$ cat src/rtl/arith_pkg.sv
// Shared arithmetic types: serial subtractor state encoding and default width.
package arith_pkg;
  localparam int DEFAULT_WIDTH = 8;

  typedef enum logic [1:0] {
    IDLE = 2'd0,
    RUN  = 2'd1,
    DONE = 2'd2
  } sub_state_t;
endpackage

$ cat src/rtl/full_subtractor.sv
// Combinational one-bit full subtractor: d = a - b - bin, with borrow-out.
module full_subtractor (
  input  logic a,
  input  logic b,
  input  logic bin,
  output logic d,
  output logic bout
);
  assign d    = a ^ b ^ bin;
  assign bout = (~a & b) | (~(a ^ b) & bin);
endmodule

$ cat src/rtl/serial_subtractor.sv
// Bit-serial a - b - bin, LSB first, one full-subtractor cell and a registered borrow.
// Handshake: start is taken on any edge where the FSM is not in RUN; done pulses one cycle with diff/bout valid.
module serial_subtractor
  import arith_pkg::*;
#(
  parameter int WIDTH = DEFAULT_WIDTH
) (
  input  logic             clk,
  input  logic             rst_n,
  input  logic             start,
  input  logic [WIDTH-1:0] a,
  input  logic [WIDTH-1:0] b,
  input  logic             bin,
  output logic             busy,
  output logic             done,
  output logic [WIDTH-1:0] diff,
  output logic             bout,
  output logic [1:0]       dbg_state
);
  localparam int            CW   = $clog2(WIDTH);
  localparam logic [CW-1:0] LAST = CW'(WIDTH - 1);

  sub_state_t       r_state;
  logic [CW-1:0]    r_cnt;
  logic [WIDTH-1:0] r_a;
  logic [WIDTH-1:0] r_b;
  logic [WIDTH-2:0] r_res;
  logic [WIDTH-1:0] r_diff;
  logic             r_br;
  logic             r_bout;

  logic             w_d;
  logic             w_br_next;
  logic             w_accept;
  logic             w_last;
  logic [WIDTH-1:0] w_res_next;

  full_subtractor u_fs (
    .a    (r_a[0]),
    .b    (r_b[0]),
    .bin  (r_br),
    .d    (w_d),
    .bout (w_br_next)
  );

  assign w_accept   = start && (r_state != RUN);
  assign w_last     = (r_cnt == LAST);
  // New bit enters at the MSB; after WIDTH shifts the LSB-first stream is in order.
  assign w_res_next = {w_d, r_res};

  always_ff @(posedge clk or negedge rst_n) begin
    if (!rst_n) begin
      r_state <= IDLE;
      r_cnt   <= '0;
      r_a     <= '0;
      r_b     <= '0;
      r_res   <= '0;
      r_br    <= 1'b0;
      r_diff  <= '0;
      r_bout  <= 1'b0;
    end else if (w_accept) begin
      r_a     <= a;
      r_b     <= b;
      r_br    <= bin;
      r_cnt   <= '0;
      r_state <= RUN;
    end else begin
      case (r_state)
        RUN: begin
          r_res <= w_res_next[WIDTH-1:1];
          r_a   <= r_a >> 1;
          r_b   <= r_b >> 1;
          r_br  <= w_br_next;
          if (w_last) begin
            r_diff  <= w_res_next;
            r_bout  <= w_br_next;
            r_state <= DONE;
          end else begin
            r_cnt <= r_cnt + CW'(1);
          end
        end
        DONE:    r_state <= IDLE;
        IDLE:    r_state <= IDLE;
        default: r_state <= IDLE;
      endcase
    end
  end

  assign busy      = (r_state == RUN);
  assign done      = (r_state == DONE);
  assign diff      = r_diff;
  assign bout      = r_bout;
  assign dbg_state = r_state;
endmodule

$ cat config.mk
export PLATFORM = sky130hd
export DESIGN_NAME = serial_subtractor
export DESIGN_NICKNAME = d
export VERILOG_FILES = /design/src/rtl/arith_pkg.sv /design/src/rtl/full_subtractor.sv /design/src/rtl/serial_subtractor.sv
export SDC_FILE = /design/constraint.sdc
export NUM_CORES = 1
export LEC_CHECK = 0
export CAP_MARGIN = 15
export CORE_ASPECT_RATIO = 1.4
export CORE_UTILIZATION = 50
export CTS_BUF_LIST = sky130_fd_sc_hd__clkbuf_4 sky130_fd_sc_hd__clkbuf_8
export DETAILED_ROUTE_END_ITERATION = 8
export PLACE_DENSITY = 0.78
export SETUP_SLACK_MARGIN = 0.02
export SYNTH_ARGS = -nofsm -noshare
export SYNTH_HDL_FRONTEND = slang
export SYNTH_SLANG_ARGS = --single-unit
$ cat constraint.sdc
create_clock -name clk -period 2.6 [get_ports clk]
set_input_delay 0.39 -clock clk [delete_from_list [all_inputs] [get_ports clk]]
set_output_delay 0.39 -clock clk [all_outputs]
set_load 0.03 [all_outputs]
==> flow_summary.yaml, run 1 <==
sta:
  period_needed_ps: 2040
  finalSetupViolCount: 0
  timing.final.crit_share_pct: 78.3
  hold_viol: 0
  max_freq_mhz: 491
  clock_skew_ps: 4.81
  tns_ps: 0
  tightest_slew_ps: 824
  slew-limit-headroom_pct: 45.1
  final_max_slew_viol_count: 0
  rsz0062_at_grt: "false"
run_status:
  outcome: "finished, final reports clean"
clock_tree:
  cts-resized-gates: 0
  clk_path_buf_depth: 2
  clockRootBuffer: "clkbuf_8"
  htreeDepth: 2
  cts_buffers: 5
  cts_hold_buf: 0
  cts.sinks: 38
  cts_setup_buffers: 0
  insertion_delay_ps: 290
  clkTransAtPathRegs_ps: 70
  cts_tree: "yes"
yosys:
  ys_ff_latch: 38
  seq_area_frac_synth_pct: 56.8
  synthCells: 146
  synthesis.nets: 169
  synth_cell_types: 23
  syn_avg_cell_area_um2: 11.5
  synth_area_um2: 1680
  yosysWarnings: 0
drt:
  drt_pre_antenna_iters: 4
  ant_nets: 0
  via_count: 1125
  post-route-drc-count: 0
  routedWlPerCell_um: 12.3
  via_per_inst: 5.14
  wl_mm: 2.69
  drtIter0Drc: 24
global_route:
  antenna_found_initial: 0
  grt_pass1_wl_mm: 4.79
  grt_overflow: 0
  grt_pass1_vias: 1109
  grt.total_usage_pct: 18.2
  grt_start_max_net_pins: 40
floorplan:
  fp.coreArea_um2: 3150
  die_x_um: 50.9
  die_area_um2: 3590
  start_util_pct: 53.1
  dieHeight_um: 70.5
  num_rows: 24
  io_pins: 33
layout:
  utilization_pct: 66.5
  diodes: 0
  layout.nets: 202
  syn_to_final_growth_pct: 25.1
  drive_gt1_share_pct: 12.8
power_and_ir_drop:
  p_total_w: 0.00250
  p_per_area_nw_per_um2: 1190
  leakagePower_nw: 1.03
  peakVddDrop_uv: 756
setup_path:
  path_buf_inv: 2
  cpMaxStageDelayCell: "clkdlybuf4s50_1"
  start_kind: "register"
  critical_path_arrival_ps: 1650
  rr_worst_depth: 4
  r2r_end: "diff[0]$_DFFE_PN0P_"
  r2r_slack_ps: 920
  crit_chain: "nand2b_4 > inv_2 > clkdlybuf4s50_1"
  critPathCaptureType: "output port"
  crit_family: "buffers and inverters"
  crit_fanout: 14
  path_class: "register to output port"
  r2r-start: "r_cnt[0]$_DFFE_PN0P_"
  cp.required_ps: 2210
  cpPeakStageDelay_ps: 660
place:
  io_buffers: 32
  finalWeightedCongestion: 0.793
  dp.final_hpwl_mm: 1.89
min_path:
  hold_path.class: "input pin to async pin"
run:
  maxCapViolCount: 0
power breakdown:
group | switching (W) | leakage, nW | internal (W) | total [W]
Clock | 0.000196 | 0.0517 | 0.000224 | 0.000420
Combinational | 0.000597 | 0.493 | 0.000484 | 0.00108
Sequential | 0.000153 | 0.482 | 0.000850 | 0.00100
flip-flops by register name, summed over array words and instances (netlist names):
name       cells
r_br           1
r_b            8
dbg_state      2
r_a            8
r_res          7
diff           8
bout           1
r_cnt          3
cell type report:
cell class / instances / area (µm²)
fill: 255 / 1060
sequential: 38 / 951
clock inverter: 1 / 5.00
inverter: 5 / 18.8
multi-input combinational: 95 / 652
timing repair buffer: 34 / 330
tap: 39 / 48.8
clock buffer: 7 / 90.1
logic make-up (layout without fill, tap and decap cells):
group,Yosys count,in the layout,share of synthesized area [%]
fa+ha+maj,3,3,2.69
flops,38,38,56.8
buf+inv,13,47,4.33
compound gates,21,21,6.72
mux,26,26,17.5
simple gates,45,45,12.0
Yosys cell counts, drive strengths merged:
cell type	instances	area (µm²)
o21a	1	7.51
buf	8	53.8
nand2	37	139
mux2i	18	180
ha	2	25.0
dfrtp	38	951
o211a	1	10.0
fa	1	20.0
a21oi	1	5.00
nand2b	1	13.8
and2b	1	7.51
mux2	8	113
inv	5	18.8
or3	1	7.51
nor2	2	7.51
nand3b	3	26.3
o21ai	18	90.1
cells in the final DEF (no fill, tap or decap), types with 2 or more instances in the layout:
master	instances
buf_4	2
nor2_1	2
ha_1	2
dfrtp_1	38
clkdlybuf4s50_1	31
mux2i_1	18
mux2_4	6
nand3b_1	2
o21ai_0	17
nand2_1	37
mux2_2	2
clkbuf_8	6
inv_1	4
per-layer routing:
metal / track usage [%] / routed length [µm] / up-vias
met1: 20.4 / 1130 / 541
met3: 4.14 / 119 / 3
met2: 31.1 / 1400 / 30
met4: 9.26 / 42 / 0
li1: - / - / 551
met5: 0 / 0 / -
how the worst max path moves through the flow:
stage | from | to | slack (ps) | cells past startpoint
2_1_floorplan | r_cnt[0]$_DFFE_PN0P_ | diff[2]$_DFFE_PN0P_ | 1120 | 5
3_3_place_gp | dbg_state[1]$_DFFE_PN0P_ | busy | 900 | 3
3_5_place_dp | dbg_state[1]$_DFFE_PN0P_ | busy | 880 | 3
4_1_cts | dbg_state[1]$_DFFE_PN0P_ | busy | 550 | 3
5_1_grt | dbg_state[1]$_DFFE_PN0P_ | busy | 500 | 3
6_report | dbg_state[1]$_DFFE_PN0P_ | busy | 560 | 3
per-stage QoR:
stage | hold slack [ps] | instances | area (µm²) | setup slack (ps)
after global routing | 257 | 219 | 2100 | 497
after detailed placement | 467 | 211 | 2000 | 879
after global placement | 461 | 211 | 2000 | 904
after CTS | 223 | 219 | 2100 | 550
after floorplan | 94.4 | 146 | 1680 | 1120
final | 194 | 219 | 2100 | 565
No activity file was read; power rests on OpenSTA's default activity.
==> run 2: changes to the inputs <==
--- a/config.mk
+++ b/config.mk
@@ -7,7 +7,7 @@
 export LEC_CHECK = 0
 export CAP_MARGIN = 15
 export CORE_ASPECT_RATIO = 1.4
-export CORE_UTILIZATION = 50
+export CORE_UTILIZATION = 48
 export CTS_BUF_LIST = sky130_fd_sc_hd__clkbuf_4 sky130_fd_sc_hd__clkbuf_8
 export DETAILED_ROUTE_END_ITERATION = 8
 export PLACE_DENSITY = 0.78
==> constraint.sdc (replaced) <==
create_clock -name clk -period 1.7 [get_ports clk]
set_input_delay 0.255 -clock clk [delete_from_list [all_inputs] [get_ports clk]]
set_output_delay 0.255 -clock clk [all_outputs]
set_load 0.03 [all_outputs]
==> flow_summary.yaml, run 2 (synthesis results as in run 1) <==
run_status:
  outcome: "finished, final reports clean"
setup_path:
  path_class: "register to output port"
  critPathCaptureType: "output port"
  critical_path_arrival_ps: 1360
  crit_chain: "and2b_1 > dlygate4sd2_1"
  critPathLaunch: "dbg_state[0]$_DFFE_PN0P_"
  cpMaxStageDelayCell: "dfrtp_1"
  cpPeakStageDelay_ps: 450
  r2r-start: "r_cnt[0]$_DFFE_PN0P_"
  start_kind: "register"
  cp-endpoint: "done"
  r2r_end: "diff[0]$_DFFE_PN0P_"
  crit_fanout: 4
  r2r_slack_ps: 140
  cp.required_ps: 1440
  rr_worst_depth: 4
global_route:
  grt_overflow: 0
  grt_pass1_wl_mm: 4.98
  antenna_found_initial: 0
  grt_pass1_vias: 1138
  grt.total_usage_pct: 18.5
  grt_start_max_net_pins: 39
power_and_ir_drop:
  switchingPower_w: 0.00147
  clkPwrFrac_pct: 15.7
  peakVddDrop_uv: 935
  seqPwrFrac_pct: 40.3
  p_per_area_nw_per_um2: 1820
  power.internal_w: 0.00236
  p_comb_share_pct: 44.0
  leakagePower_nw: 1.04
  swShare_pct: 38.4
drt:
  met3_length_um: 132
  post-route-drc-count: 0
  drt_pre_antenna_iters: 4
  ant_nets: 0
  drtIter0Drc: 20
  m1WireLength_mm: 1.23
  via_count: 1133
  routedWlPerCell_um: 13.1
  wl_mm: 2.87
  via_per_inst: 5.17
  routed.top_layer: "met4"
  route.met2.wl_mm: 1.45
sta:
  max_freq_mhz: 620
  final_max_slew_viol_count: 0
  hold_ws_ps: 71.6
  rsz0062_at_grt: "false"
  timing.final.crit_share_pct: 94.8
  period_needed_ps: 1610
  slew-limit-headroom_pct: 44.2
  clock_skew_ps: 3.76
  tightest_slew_ps: 837
  tns_ps: 0
  finalSetupViolCount: 0
  hold_viol: 0
min_path:
  hold_path.class: "input pin to async pin"
layout:
  utilization_pct: 63.0
  mostFrequentLayoutCells: "38 x dfrtp_1, 37 x nand2_1, 28 x clkdlybuf4s50_1, 18 x mux2i_1, 17 x o21ai_0"
  syn_to_final_growth_pct: 25.8
  layout.nets: 203
  fin_area_um2: 2110
  diodes: 0
  drive_gt1_share_pct: 12.8
  fin_cells: 219
  layout_commonest_cell: "dfrtp_1"
floorplan:
  start_util_pct: 50.1
  fp.coreArea_um2: 3350
  dieHeight_um: 71.9
  num_rows: 25
  die_area_um2: 3730
  io_pins: 33
  die_x_um: 51.9
clock_tree:
  cts_setup_buffers: 0
  htreeDepth: 2
  cts.sinks: 38
  clkTransAtPathRegs_ps: 70
  clk_path_buf_depth: 2
  cts_buffers: 5
  cts_tree: "yes"
  insertion_delay_ps: 280
  clockRootBuffer: "clkbuf_8"
place:
  finalWeightedCongestion: 0.714
  dp_cells: 213
  dp.final_hpwl_mm: 2.04
  placedInstanceArea_um2: 2020
  io_buffers: 32
run:
  maxCapViolCount: 0
## run 2: worst min-delay path by stage
stage                      from                    to  slack (ps)  cells after the start
after global placement    rst_n  r_res[0]$_DFFE_PN0P_         380                      1
after floorplan           rst_n      bout$_DFFE_PN0P_         -40                      0
after detailed placement  rst_n  r_res[0]$_DFFE_PN0P_         400                      1
after global routing      rst_n   diff[0]$_DFFE_PN0P_         130                      1
final                     rst_n   diff[0]$_DFFE_PN0P_          70                      1
after CTS                 rst_n  r_res[0]$_DFFE_PN0P_          90                      1
## run 2: final cells by class
class,count,area [µm²]
Inverter,5,18.8
Timing Repair Buffer,35,345
Tap cell,40,50.0
Sequential cell,38,951
Fill cell,271,1240
Clock buffer,6,82.6
Multi-Input combinational cell,95,661
## run 2: per-stage QoR
step	setup slack [ps]	total power, W
after floorplan	217	0.00273
after CTS	41.6	0.00387
after global placement	104	0.00318
final	88.0	0.00384
after global routing	28.8	0.00413
after detailed placement	56.0	0.00327
## run 2: power by group through the flow
stage          combinational (W)  sequential [W]  clock, W
2_1_floorplan           0.000999         0.00173         0
3_3_place_gp             0.00164         0.00154         0
3_5_place_dp             0.00171         0.00156         0
4_1_cts                  0.00171         0.00154  0.000624
5_1_grt                  0.00188         0.00159  0.000656
6_report                 0.00169         0.00155  0.000603
## run 2: per-layer routing
layer	up-vias	GRT usage (%)
met5	-	0
met4	0	8.11
met3	5	5.66
met2	33	30.1
met1	547	22.2
li1	548	-
## run 2: repair_timing
item                                    in CTS  in global routing
gates resized for setup                      2                  1
hold endpoints to repair                     0                  0
endpoints found under the setup margin       2                  8
hold buffers                                 0                  0
## run 2: worst max-delay path: cells and delay by family, from the launching register on
family                 cells  cell delay [ps]
and+or+nand+nor            1              230
DFF                        1              450
buffers and inverters      1              390
==> run 3: changes to the inputs <==
--- a/config.mk
+++ b/config.mk
@@ -7,7 +7,7 @@
 export LEC_CHECK = 0
 export CAP_MARGIN = 15
 export CORE_ASPECT_RATIO = 1.4
-export CORE_UTILIZATION = 48
+export CORE_UTILIZATION = 50
 export CTS_BUF_LIST = sky130_fd_sc_hd__clkbuf_4 sky130_fd_sc_hd__clkbuf_8
 export DETAILED_ROUTE_END_ITERATION = 8
 export PLACE_DENSITY = 0.78
==> constraint.sdc (replaced) <==
create_clock -name clk -period 1.73 [get_ports clk]
set_input_delay 0.2595 -clock clk [delete_from_list [all_inputs] [get_ports clk]]
set_output_delay 0.2595 -clock clk [all_outputs]
set_load 0.03 [all_outputs]
==> flow_summary.yaml, run 3 (synthesis results as in run 1) <==
run_status:
  outcome: "finished, final reports clean"
floorplan:
  fp.coreArea_um2: 3150
  num_rows: 24
  start_util_pct: 53.1
  die_x_um: 50.9
  io_pins: 33
  dieHeight_um: 70.5
  die_area_um2: 3590
power_and_ir_drop:
  swShare_pct: 38.1
  clkPwrFrac_pct: 18.7
  peakVddDrop_uv: 1060
  switchingPower_w: 0.00149
  seqPwrFrac_pct: 39.0
  power.internal_w: 0.00243
  leakagePower_nw: 1.05
  p_per_area_nw_per_um2: 1840
  p_comb_share_pct: 42.3
setup_path:
  critical_path_arrival_ps: 1380
  crit_chain: "clkdlybuf4s50_1"
  start_kind: "register"
  path_class: "register to output port"
  cpMaxStageDelayCell: "clkdlybuf4s50_1"
  path_buf_inv: 1
  cpPeakStageDelay_ps: 690
  crit_family: "buffers and inverters"
  cp.required_ps: 1470
  critPathCaptureType: "output port"
  crit_fanout: 4
drt:
  via_per_inst: 5.28
  post-route-drc-count: 0
  drt_pre_antenna_iters: 4
  wl_mm: 3.05
  drtIter0Drc: 17
  ant_nets: 0
  via_count: 1161
  routedWlPerCell_um: 13.8
clock_tree:
  cts_setup_buffers: 0
  clockRootBuffer: "clkbuf_8"
  insertion_delay_ps: 290
  clkTransAtPathRegs_ps: 70
  htreeDepth: 2
  clk_path_buf_depth: 2
  cts.sinks: 38
  cts_buffers: 5
  cts_tree: "yes"
sta:
  slew-limit-headroom_pct: 68.7
  timing.final.crit_share_pct: 94.6
  clock_skew_ps: 4.21
  tns_ps: 0
  max_freq_mhz: 611
  final_max_slew_viol_count: 0
  hold_viol: 0
  finalSetupViolCount: 0
  tightest_slew_ps: 469
  period_needed_ps: 1640
  rsz0062_at_grt: "false"
global_route:
  antenna_found_initial: 0
  grt.total_usage_pct: 20.5
  grt_pass1_vias: 1175
  grt_pass1_wl_mm: 5.46
  grt_start_max_net_pins: 39
  grt_overflow: 0
run:
  maxCapViolCount: 0
layout:
  fillers: 258
  seqCellArea_um2: 951
  layout.nets: 203
  multiInputGateArea_um2: 661
  diodes: 0
  layout_commonest_cell: "dfrtp_1"
  syn_to_final_growth_pct: 27.6
  drive_gt1_share_pct: 13.8
  mostFrequentLayoutCells: "38 x dfrtp_1, 37 x nand2_1, 28 x clkdlybuf4s50_1, 18 x mux2i_1, 17 x o21ai_0"
  fin_area_um2: 2140
place:
  io_buffers: 32
  placedInstanceArea_um2: 2020
  finalWeightedCongestion: 0.758
  dp.final_hpwl_mm: 2.09
min_path:
  hold_path.class: "input pin to async pin"
==> run 3: final cells by class <==
cell class,instances,share of cell area [%]
Clock buffer,5,3.22
Multi-Input combinational cell,95,30.9
Tap cell,39,2.28
Timing Repair Buffer,35,16.3
Inverter,5,0.878
Clock inverter,3,1.87
Sequential cell,38,44.5
==> run 3: repair_timing <==
item                       in CTS  in global routing
setup endpoints to repair       1                  3
gates resized for setup         1                  2
pin swaps                       0                  0
hold buffers                    0                  0
gates cloned                    0                  0
==> run 3: worst paths after layout <==
| check | startpoint | cells past startpoint | to | slack [ps] |
|---|---|---|---|---|
| setup / recovery | dbg_state[1]$_DFFE_PN0P_ | 1 | dbg_state[1] | 90 |
| hold / removal | rst_n | 2 | dbg_state[1]$_DFFE_PN0P_ | 3 |
| setup reg to reg | r_cnt[0]$_DFFE_PN0P_ | 4 | diff[1]$_DFFE_PN0P_ | 130 |
| hold reg to reg | r_a[7]$_DFFE_PN0P_ | 2 | r_a[6]$_DFFE_PN0P_ | 490 |
| max in group asynchronous | rst_n | 2 | r_b[1]$_DFFE_PN0P_ | 1400 |
| min in group clk | r_a[7]$_DFFE_PN0P_ | 2 | r_a[6]$_DFFE_PN0P_ | 490 |
==> run 3: power groups by stage <==
stage / Sequential [W] / Clock [W] / Combinational, W
4_1_cts: 0.00153 / 0.000757 / 0.00167
3_3_place_gp: 0.00151 / 0 / 0.00159
6_report: 0.00153 / 0.000733 / 0.00166
2_1_floorplan: 0.00170 / 0 / 0.000981
3_5_place_dp: 0.00154 / 0 / 0.00167
5_1_grt: 0.00158 / 0.000779 / 0.00187
==> run 3: metal layers <==
| metal | track usage [%] | vias up | part of all wire, % |
|---|---|---|---|
| li1 | - | 551 | - |
| met1 | 24.2 | 570 | 42 |
| met2 | 34.4 | 35 | 51 |
| met3 | 6.32 | 5 | 4.9 |
| met4 | 7.41 | 0 | 1.6 |
| met5 | 0 | - | 0 |
==> run 3: through the flow <==
step                      util, %  hold slack, ps  total power, W  setup slack (ps)  cells
after global placement       64.0             321         0.00309               138    212
after CTS                    67.4            16.0         0.00395              33.8    220
after detailed placement     64.0             336         0.00321              58.6    212
after floorplan                 -           -36.1         0.00268               247    146
after global routing         67.8            41.8         0.00423              38.2    220
final                        67.8            3.47         0.00392              93.8    220
